File: src/rtl/uart_tx_frame.sv
// UART transmitter: start bit, DATA_W data bits LSB first, optional odd/even parity, 1 or 2 stop bits.
// Baud, parity mode and stop count are latched per frame; all outputs come straight from registers.
module uart_tx_frame #(
   parameter int CLK_FREQ = 50_000_000,
   parameter int DATA_W   = 8
) (
   input  logic              clk,
   input  logic              rst,
   input  logic [DATA_W-1:0] data_in,
   input  logic              tx_valid,
   output logic              tx_ready,
   input  logic [2:0]        baud_set,
   input  logic [1:0]        parity_mode,
   input  logic              stop2,
   output logic              uart_tx,
   output logic              tx_done,
   output logic              busy
);

   localparam int CNT_W = $clog2(CLK_FREQ / 4800 + 1);

   typedef enum logic [2:0] {
      IDLE   = 3'd0,
      START  = 3'd1,
      DATA   = 3'd2,
      PARITY = 3'd3,
      STOP   = 3'd4
   } state_t;

   function automatic logic [CNT_W-1:0] baud_period(input logic [2:0] sel);
      case (sel)
         3'd0:    baud_period = CNT_W'(CLK_FREQ / 4800);
         3'd1:    baud_period = CNT_W'(CLK_FREQ / 9600);
         3'd2:    baud_period = CNT_W'(CLK_FREQ / 14400);
         3'd3:    baud_period = CNT_W'(CLK_FREQ / 19200);
         3'd4:    baud_period = CNT_W'(CLK_FREQ / 38400);
         3'd5:    baud_period = CNT_W'(CLK_FREQ / 57600);
         3'd6:    baud_period = CNT_W'(CLK_FREQ / 115200);
         default: baud_period = CNT_W'(CLK_FREQ / 230400);
      endcase
   endfunction

   // Odd mode inverts the data XOR so data plus parity carries an odd count of ones.
   function automatic logic parity_bit(input logic [DATA_W-1:0] d, input logic [1:0] mode);
      parity_bit = (^d) ^ (mode == 2'b01);
   endfunction

   state_t              state_q;
   logic [CNT_W-1:0]    cnt_q;
   logic [CNT_W-1:0]    period_q;
   logic [CNT_W-1:0]    period_d;
   logic [3:0]          bit_q;
   logic [DATA_W-1:0]   shreg_q;
   logic                par_q;
   logic [1:0]          par_mode_q;
   logic                stop2_q;
   logic                uart_tx_q;
   logic                tx_done_q;
   logic                tx_ready_q;
   logic                cnt_end_s;
   logic                done_pre_s;
   logic                last_stop_s;
   logic                par_en_s;

   // Per-bit timing and frame-shape decodes.
   always_comb begin
      period_d    = baud_period(baud_set);
      cnt_end_s   = (cnt_q == period_q - CNT_W'(1));
      done_pre_s  = (cnt_q == period_q - CNT_W'(2));
      last_stop_s = (bit_q == {3'b000, stop2_q});
      par_en_s    = (par_mode_q == 2'b01) || (par_mode_q == 2'b10);
   end

   // Frame sequencer; tx_done is raised one cycle early so it lands on the final stop cycle.
   always_ff @(posedge clk or posedge rst) begin
      if (rst) begin
         state_q    <= IDLE;
         cnt_q      <= '0;
         period_q   <= '0;
         bit_q      <= 4'd0;
         shreg_q    <= '0;
         par_q      <= 1'b0;
         par_mode_q <= 2'b00;
         stop2_q    <= 1'b0;
         uart_tx_q  <= 1'b1;
         tx_done_q  <= 1'b0;
         tx_ready_q <= 1'b1;
      end else begin
         case (state_q)
            IDLE: begin
               uart_tx_q <= 1'b1;
               tx_done_q <= 1'b0;
               if (tx_valid && tx_ready_q) begin
                  shreg_q    <= data_in;
                  par_q      <= parity_bit(data_in, parity_mode);
                  par_mode_q <= parity_mode;
                  stop2_q    <= stop2;
                  period_q   <= period_d;
                  cnt_q      <= '0;
                  bit_q      <= 4'd0;
                  uart_tx_q  <= 1'b0;
                  tx_ready_q <= 1'b0;
                  state_q    <= START;
               end
            end
            START: begin
               tx_done_q <= 1'b0;
               if (cnt_end_s) begin
                  cnt_q     <= '0;
                  bit_q     <= 4'd0;
                  uart_tx_q <= shreg_q[0];
                  shreg_q   <= shreg_q >> 1;
                  state_q   <= DATA;
               end else begin
                  cnt_q <= cnt_q + CNT_W'(1);
               end
            end
            DATA: begin
               tx_done_q <= 1'b0;
               if (cnt_end_s) begin
                  cnt_q <= '0;
                  if (bit_q == 4'(DATA_W - 1)) begin
                     bit_q <= 4'd0;
                     if (par_en_s) begin
                        uart_tx_q <= par_q;
                        state_q   <= PARITY;
                     end else begin
                        uart_tx_q <= 1'b1;
                        state_q   <= STOP;
                     end
                  end else begin
                     bit_q     <= bit_q + 4'd1;
                     uart_tx_q <= shreg_q[0];
                     shreg_q   <= shreg_q >> 1;
                  end
               end else begin
                  cnt_q <= cnt_q + CNT_W'(1);
               end
            end
            PARITY: begin
               tx_done_q <= 1'b0;
               if (cnt_end_s) begin
                  cnt_q     <= '0;
                  bit_q     <= 4'd0;
                  uart_tx_q <= 1'b1;
                  state_q   <= STOP;
               end else begin
                  cnt_q <= cnt_q + CNT_W'(1);
               end
            end
            STOP: begin
               uart_tx_q <= 1'b1;
               tx_done_q <= last_stop_s && done_pre_s;
               if (cnt_end_s) begin
                  cnt_q <= '0;
                  if (last_stop_s) begin
                     bit_q      <= 4'd0;
                     tx_ready_q <= 1'b1;
                     state_q    <= IDLE;
                  end else begin
                     bit_q <= bit_q + 4'd1;
                  end
               end else begin
                  cnt_q <= cnt_q + CNT_W'(1);
               end
            end
            default: begin
               cnt_q      <= '0;
               bit_q      <= 4'd0;
               uart_tx_q  <= 1'b1;
               tx_done_q  <= 1'b0;
               tx_ready_q <= 1'b1;
               state_q    <= IDLE;
            end
         endcase
      end
   end

   assign uart_tx  = uart_tx_q;
   assign tx_done  = tx_done_q;
   assign tx_ready = tx_ready_q;
   assign busy     = ~tx_ready_q;

endmodule

File: config.mk
export PLATFORM = sky130hd
export DESIGN_NAME = uart_tx_frame
export DESIGN_NICKNAME = d
export VERILOG_FILES = /design/src/rtl/uart_tx_frame.sv
export SDC_FILE = /design/constraint.sdc
export NUM_CORES = 1
export LEC_CHECK = 0
export CAP_MARGIN = 40
export CORE_MARGIN = 5
export CORE_UTILIZATION = 62
export CTS_BUF_LIST = sky130_fd_sc_hd__clkbuf_4 sky130_fd_sc_hd__clkbuf_8
export CTS_CLUSTER_DIAMETER = 30
export CTS_CLUSTER_SIZE = 12
export DETAILED_ROUTE_END_ITERATION = 16
export MAX_ROUTING_LAYER = met4
export PLACE_DENSITY = 0.83
export SETUP_SLACK_MARGIN = 0.3
export SYNTH_ARGS = -nofsm -noshare
export SYNTH_HDL_FRONTEND = slang
export SYNTH_SLANG_ARGS = --single-unit
File: constraint.sdc
create_clock -name clk -period 3.9 [get_ports clk]
set_input_delay 0.78 -clock clk [delete_from_list [all_inputs] [get_ports clk]]
set_output_delay 0.78 -clock clk [all_outputs]
set_load 0.02 [all_outputs]
== Yosys cells after proc, flatten, opt, wreduce, memory -nomap -nowiden ==
Cells that the tools add are included.
Storage, ports and cells
  register bits after elaboration: 50
  bits of input ports: 17
Cells by class
  add/sub/neg operators: 4
  equality and inequality tests: 26
  muxes and demuxes: 37
  bitwise operators: 3
  reduce and logical (&&, ||, !) cells: 16
Operator list (number)
  14-bit case mux with 7 select lines: 1
  8-bit 2-to-1 mux: 4
  14-bit == test: 2
  14-bit 2-to-1 mux: 2
  14-bit case mux with 2 select lines: 1
  3-bit 2-to-1 mux: 8
  4-bit 2-to-1 mux: 6
  8-bit case mux with 3 select lines: 1
  2-bit != test, second input constant: 8
  4-bit case mux with 4 select lines: 1
  3-bit case mux with 5 select lines: 1
  14-bit by 1-bit adder with 14-bit output, second input constant: 1
  14-bit by 1-bit subtractor with 14-bit output, second input constant: 1
  14-bit by 2-bit subtractor with 14-bit output, second input constant: 1
  3-bit by 2-bit == test with 1-bit output, second input constant: 4
  3-bit == test, second input constant: 4
  1-bit 2-to-1 mux: 10
  4-bit AND reduction: 2
  8-bit parity: 1
  7-bit AND reduction: 1
  3-bit by 1-bit == test with 1-bit output, second input constant: 2
  3-bit zero test: 2
  5-bit AND reduction: 1
  4-bit by 1-bit adder with 4-bit output, second input constant: 1
  other kinds (17): 20

== Depth between registers and ports, before layout ==
  word-level depth: 6
  depth in mapped cells: 10

== Worst setup path after synthesis ==
No wires, ideal clock.
  path kind: register to register
  start: reg period_q[2]
  end: reg state_q[1]
  library setup time: 0.126 ns
  arrival time: 3.042 ns
  slack: 0.732 ns
  cell stages (with the launch flop): 10
  buffers on the path: 0
  period minus slack after synthesis: 3.168 ns
  cell sequence: dfrtp_1 -> inv_1 -> ha_1 -> or4b_4 -> or3_4 -> a2111oi_4 -> o32ai_2 -> or4_4 -> o21bai_1 -> a221o_1
Between the ends
  cells in the longest elaborated chain, start to end: 4
RTL lines
  start, declared: line 50  | logic [CNT_W-1:0] period_q;
  start signal, assigned: line 98  | period_q <= period_d;
  14-bit by 1-bit subtractor with 14-bit output (*): line 68  | cnt_end_s = (cnt_q == period_q - CNT_W'(1));
  14-bit == test (*): line 68
  2-bit != test (no line)
  7-bit AND reduction (no line) (*)
  end signal, assigned: line 77  | state_q <= IDLE;
  end signal, assigned: line 103  | state_q <= START;
  end signal, assigned: line 113  | state_q <= DATA;
  end, declared: line 48  | state_t state_q;
Mark *: on every way between the ends. The rest lies on a longest branch, timed or not.
A chain may end at the register's enable or synchronous reset.

== Worst setup path after layout ==
Same ends and word-level chain as after synthesis.

==> flow_summary_export.csv <==
group,metric,value,unit
synthesis,ys_seq_area_frac,0.361,
routing,drt.antenna.violating_nets,0,
floorplan,io-pin-count,21,
synthesis,synth_flop_cell,"dfrtp_1",
floorplan,initial_core_util,0.634,
finish,area_delta_synth_final,9.77,%
critical_path,r2r_end,"state_q[1]",
synthesis,avgSynthCellArea,8.93,um2
synthesis,ys_types,59,
timing,fin_tns_setup,0,ns
timing,fmax,0.292,GHz
critical_path,required,4.10,ns
placed_design,post_dp_cell_area,3710,um2
timing,finalCritPeriodShare,0.878,
cts,clk_path_buf_depth,2,
power,total_power,0.901,mW
critical_path,endpoint_kind,"flop",
synthesis,ys_ff_latch,50,
global_routing,grtUsageMet3,0.0311,
timing,skew,0.00556,ns
power,p_seq_frac,0.575,
floorplan,core,5470,um2
timing,relSlewSlack,0.455,
global_routing,grt-busiest-layer,"met2",
synthesis,synth_common_cells,"dfrtp_1 (48), nand2_1 (42), o21ai_0 (29)",
floorplan,rows,27,
synthesis,ys_warn_count,0,
power,ir_drop,0.148,mV
timing,tightest_slew,0.815,ns
routing,drtIter0Drc,234,
global_routing,met1_usage,0.304,
synthesis,yosysMostFrequentCell,"dfrtp_1",
critical_path,worstSetupPathType,"reg -> reg",
synthesis,syn_area,3470,um2
global_routing,grt-ovfl-total,0,
power,clkPwrFrac,0.357,
critical_path,cp-startpoint,"period_q[2]",
critical_path,endpoint,"state_q[1]",
cts,cts-root-buf,"clkbuf_8",
job,maxCapViolations,0,
finish,fillCellCount,462,
finish,nNetsFinal,419,
power,p_leak,1.55,nW
critical_path,r2r_start,"period_q[2]",
timing,finalSetupViolCount,0,
placed_design,numPortBuffers,20,
power,comb_power_share,0.069,
placed_design,post-place-cells,462,
power,p_sw,0.208,mW
floorplan,die_h,84.8,um
routing,via_per_inst,6.31,
critical_path,crit_arrival,3.62,ns
finish,fin_area,3810,um2
timing,rsz0062_at_grt,"no",
synthesis,syn-num-nets,410,
floorplan,die_w,84.8,um
critical_path,cp_max_fo,11,
routing,first_pass_iters,5,
finish,final_layout_size_suffix_gt1_frac,0.120,
cts,clk_pin_slew,0.09,ns
floorplan,dieArea,7200,um2
critical_path,start_kind,"flop",
global_routing,grt_pass1_wl,13000,um
global_routing,grt_start_max_net_pins,37,
routing,dr_total_vias,2974,
power,internal_power,0.693,mW
placed_design,dp_hpwl,5690,um
cts,htreeDepth,2,
synthesis,synth_top_cell_by_area,"dfrtp_1",
timing,worst_hold_slack,0.508,ns
finish,final_cells,471,
cts,cts.sinks,50,
global_routing,grt_usage,0.226,
global_routing,first_global_vias,2742,
timing,hold_viol,0,
cts,cts_tree,"yes",
synthesis,synthCells,389,
timing,min_period,3.43,ns
synthesis,async_reset_ff_frac,1.00,
synthesis,synth_area_leaders,"dfrtp_1 (35%), mux2_2 (6.8%), xnor2_1 (6.6%)",
global_routing,met2_usage,0.357,
critical_path,reg2regPathDepth,9,
power,power_density,237,nW/um2
routing,drc,0,
routing,routed_wirelength,7790,um
cts,numCtsBuffers,5,
placed_design,gp_congestion,0.987,
synthesis,synth_edf_count,0,
finish,diodes,0,
synthesis,yosysTopAreaCellShare,0.346,
global_routing,grt_antenna_before_repair,0,
power,p_sw_frac,0.231,
cts,clock_latency,0.31,ns
hold_path,hold_path_class,"reg -> reg",
run_status,outcome,"completed",
routing,wire_per_inst,16.5,um
timing,final-max-slew-violation-count,0,
critical_path,rrSetupSlack,0.47,ns
## metal layers
metal	part of all wire	vias up	routed length (um)
li1	-	1439	-
met4	0.014	0	108
met1	0.46	1433	3620
met5	0	-	0
met3	0.048	11	376
met2	0.47	91	3690
## worst min-delay path by stage
stage               startpoint    endpoint  depth (start not counted)
floorplan                par_q       par_q                          2
global placement         par_q       par_q                          2
detailed placement       par_q       par_q                          2
CTS                 shreg_q[7]  shreg_q[7]                          1
global route        shreg_q[3]  shreg_q[3]                          1
finish              shreg_q[7]  shreg_q[7]                          1
## registers in the layout, summed over array words and instances (netlist names)
| signal | count |
|---|---|
| tx_ready | 1 |
| shreg_q | 8 |
| cnt_q | 14 |
| tx_done | 1 |
| state_q | 3 |
| par_q | 1 |
| bit_q | 4 |
| par_mode_q | 2 |
| uart_tx | 1 |
| period_q | 14 |
| stop2_q | 1 |
## timing repair
action / CTS / global route
hold buffers: 0 / 0
endpoints found under the setup margin: 0 / 1
gates resized for setup: 0 / 0
setup buffers: 0 / 0
## power by group through the flow
stage	clock network, mW	logic [mW]	registers (mW)
finish	0.321	0.0619	0.518
global route	0.348	0.0685	0.518
CTS	0.328	0.0630	0.518
detailed placement	0	0.0628	0.528
global placement	0	0.0592	0.528
floorplan	0	0.0353	0.528
## final cells by class
cell class	count	area, um2	share of cell area
Clock inverter	2	12.5	0.00328
Clock buffer	6	82.6	0.0217
Sequential cell	50	1250	0.329
Inverter	14	52.6	0.0138
Timing Repair Buffer	24	243	0.0637
Multi-Input combinational cell	303	2080	0.545
Tap cell	72	90.1	0.0236
## per-stage QoR
step / util / worst slack, ns
2_1_floorplan: - / 0.732
4_1_cts: 0.695 / 0.389
5_1_grt: 0.696 / 0.313
3_3_place_gp: 0.674 / 0.494
3_5_place_dp: 0.677 / 0.386
6_report: 0.696 / 0.474
## critical path, stage by stage (launching register included)
cell and delay (ns):
dfrtp_1 0.45, inv_1 0.13, ha_1 0.22, or4b_4 0.50, or3_4 0.39, a2111oi_4 0.36
o32ai_2 0.17, or4_4 0.54, o21bai_1 0.20, a221o_1 0.36
## cells in the final DEF (no fill, tap or decap), types with 2 or more instances in the layout
cell type and n:
a32o_1 3, nand3_1 18, o31ai_1 4, dfrtp_1 48, a21oi_1 15, clkbuf_8 6, dfstp_2 2, clkdlybuf4s50_1 20
mux2i_1 4, o31a_1 3, or4_1 3, a41oi_1 2, or3_1 2, o22ai_1 4, nand4_1 5, a22oi_1 2
ha_1 4, and2_1 2, nand2_1 42, nor2_1 23, and3_1 7, buf_4 3, inv_1 13, a31oi_1 6
nand2b_1 3, xor2_1 16, nor3_1 12, nor4_1 6, a21boi_0 2, o21ai_0 29, xnor2_1 26, o211a_1 4
o211ai_1 3, nor4b_1 3, mux2_2 21, nor2b_1 3, nor3b_1 2, nand3b_1 3
## logic make-up after synthesis
kind of cell    after synthesis  share of synthesized area
mux                          25                     0.0796
buf+inv                      37                     0.0432
fa+ha+maj                     4                     0.0144
xor+xnor                     42                      0.106
compound gates               90                      0.179
simple gates                141                      0.217
flops                        50                      0.361
Note: power is estimated with default switching activity, not from simulation.
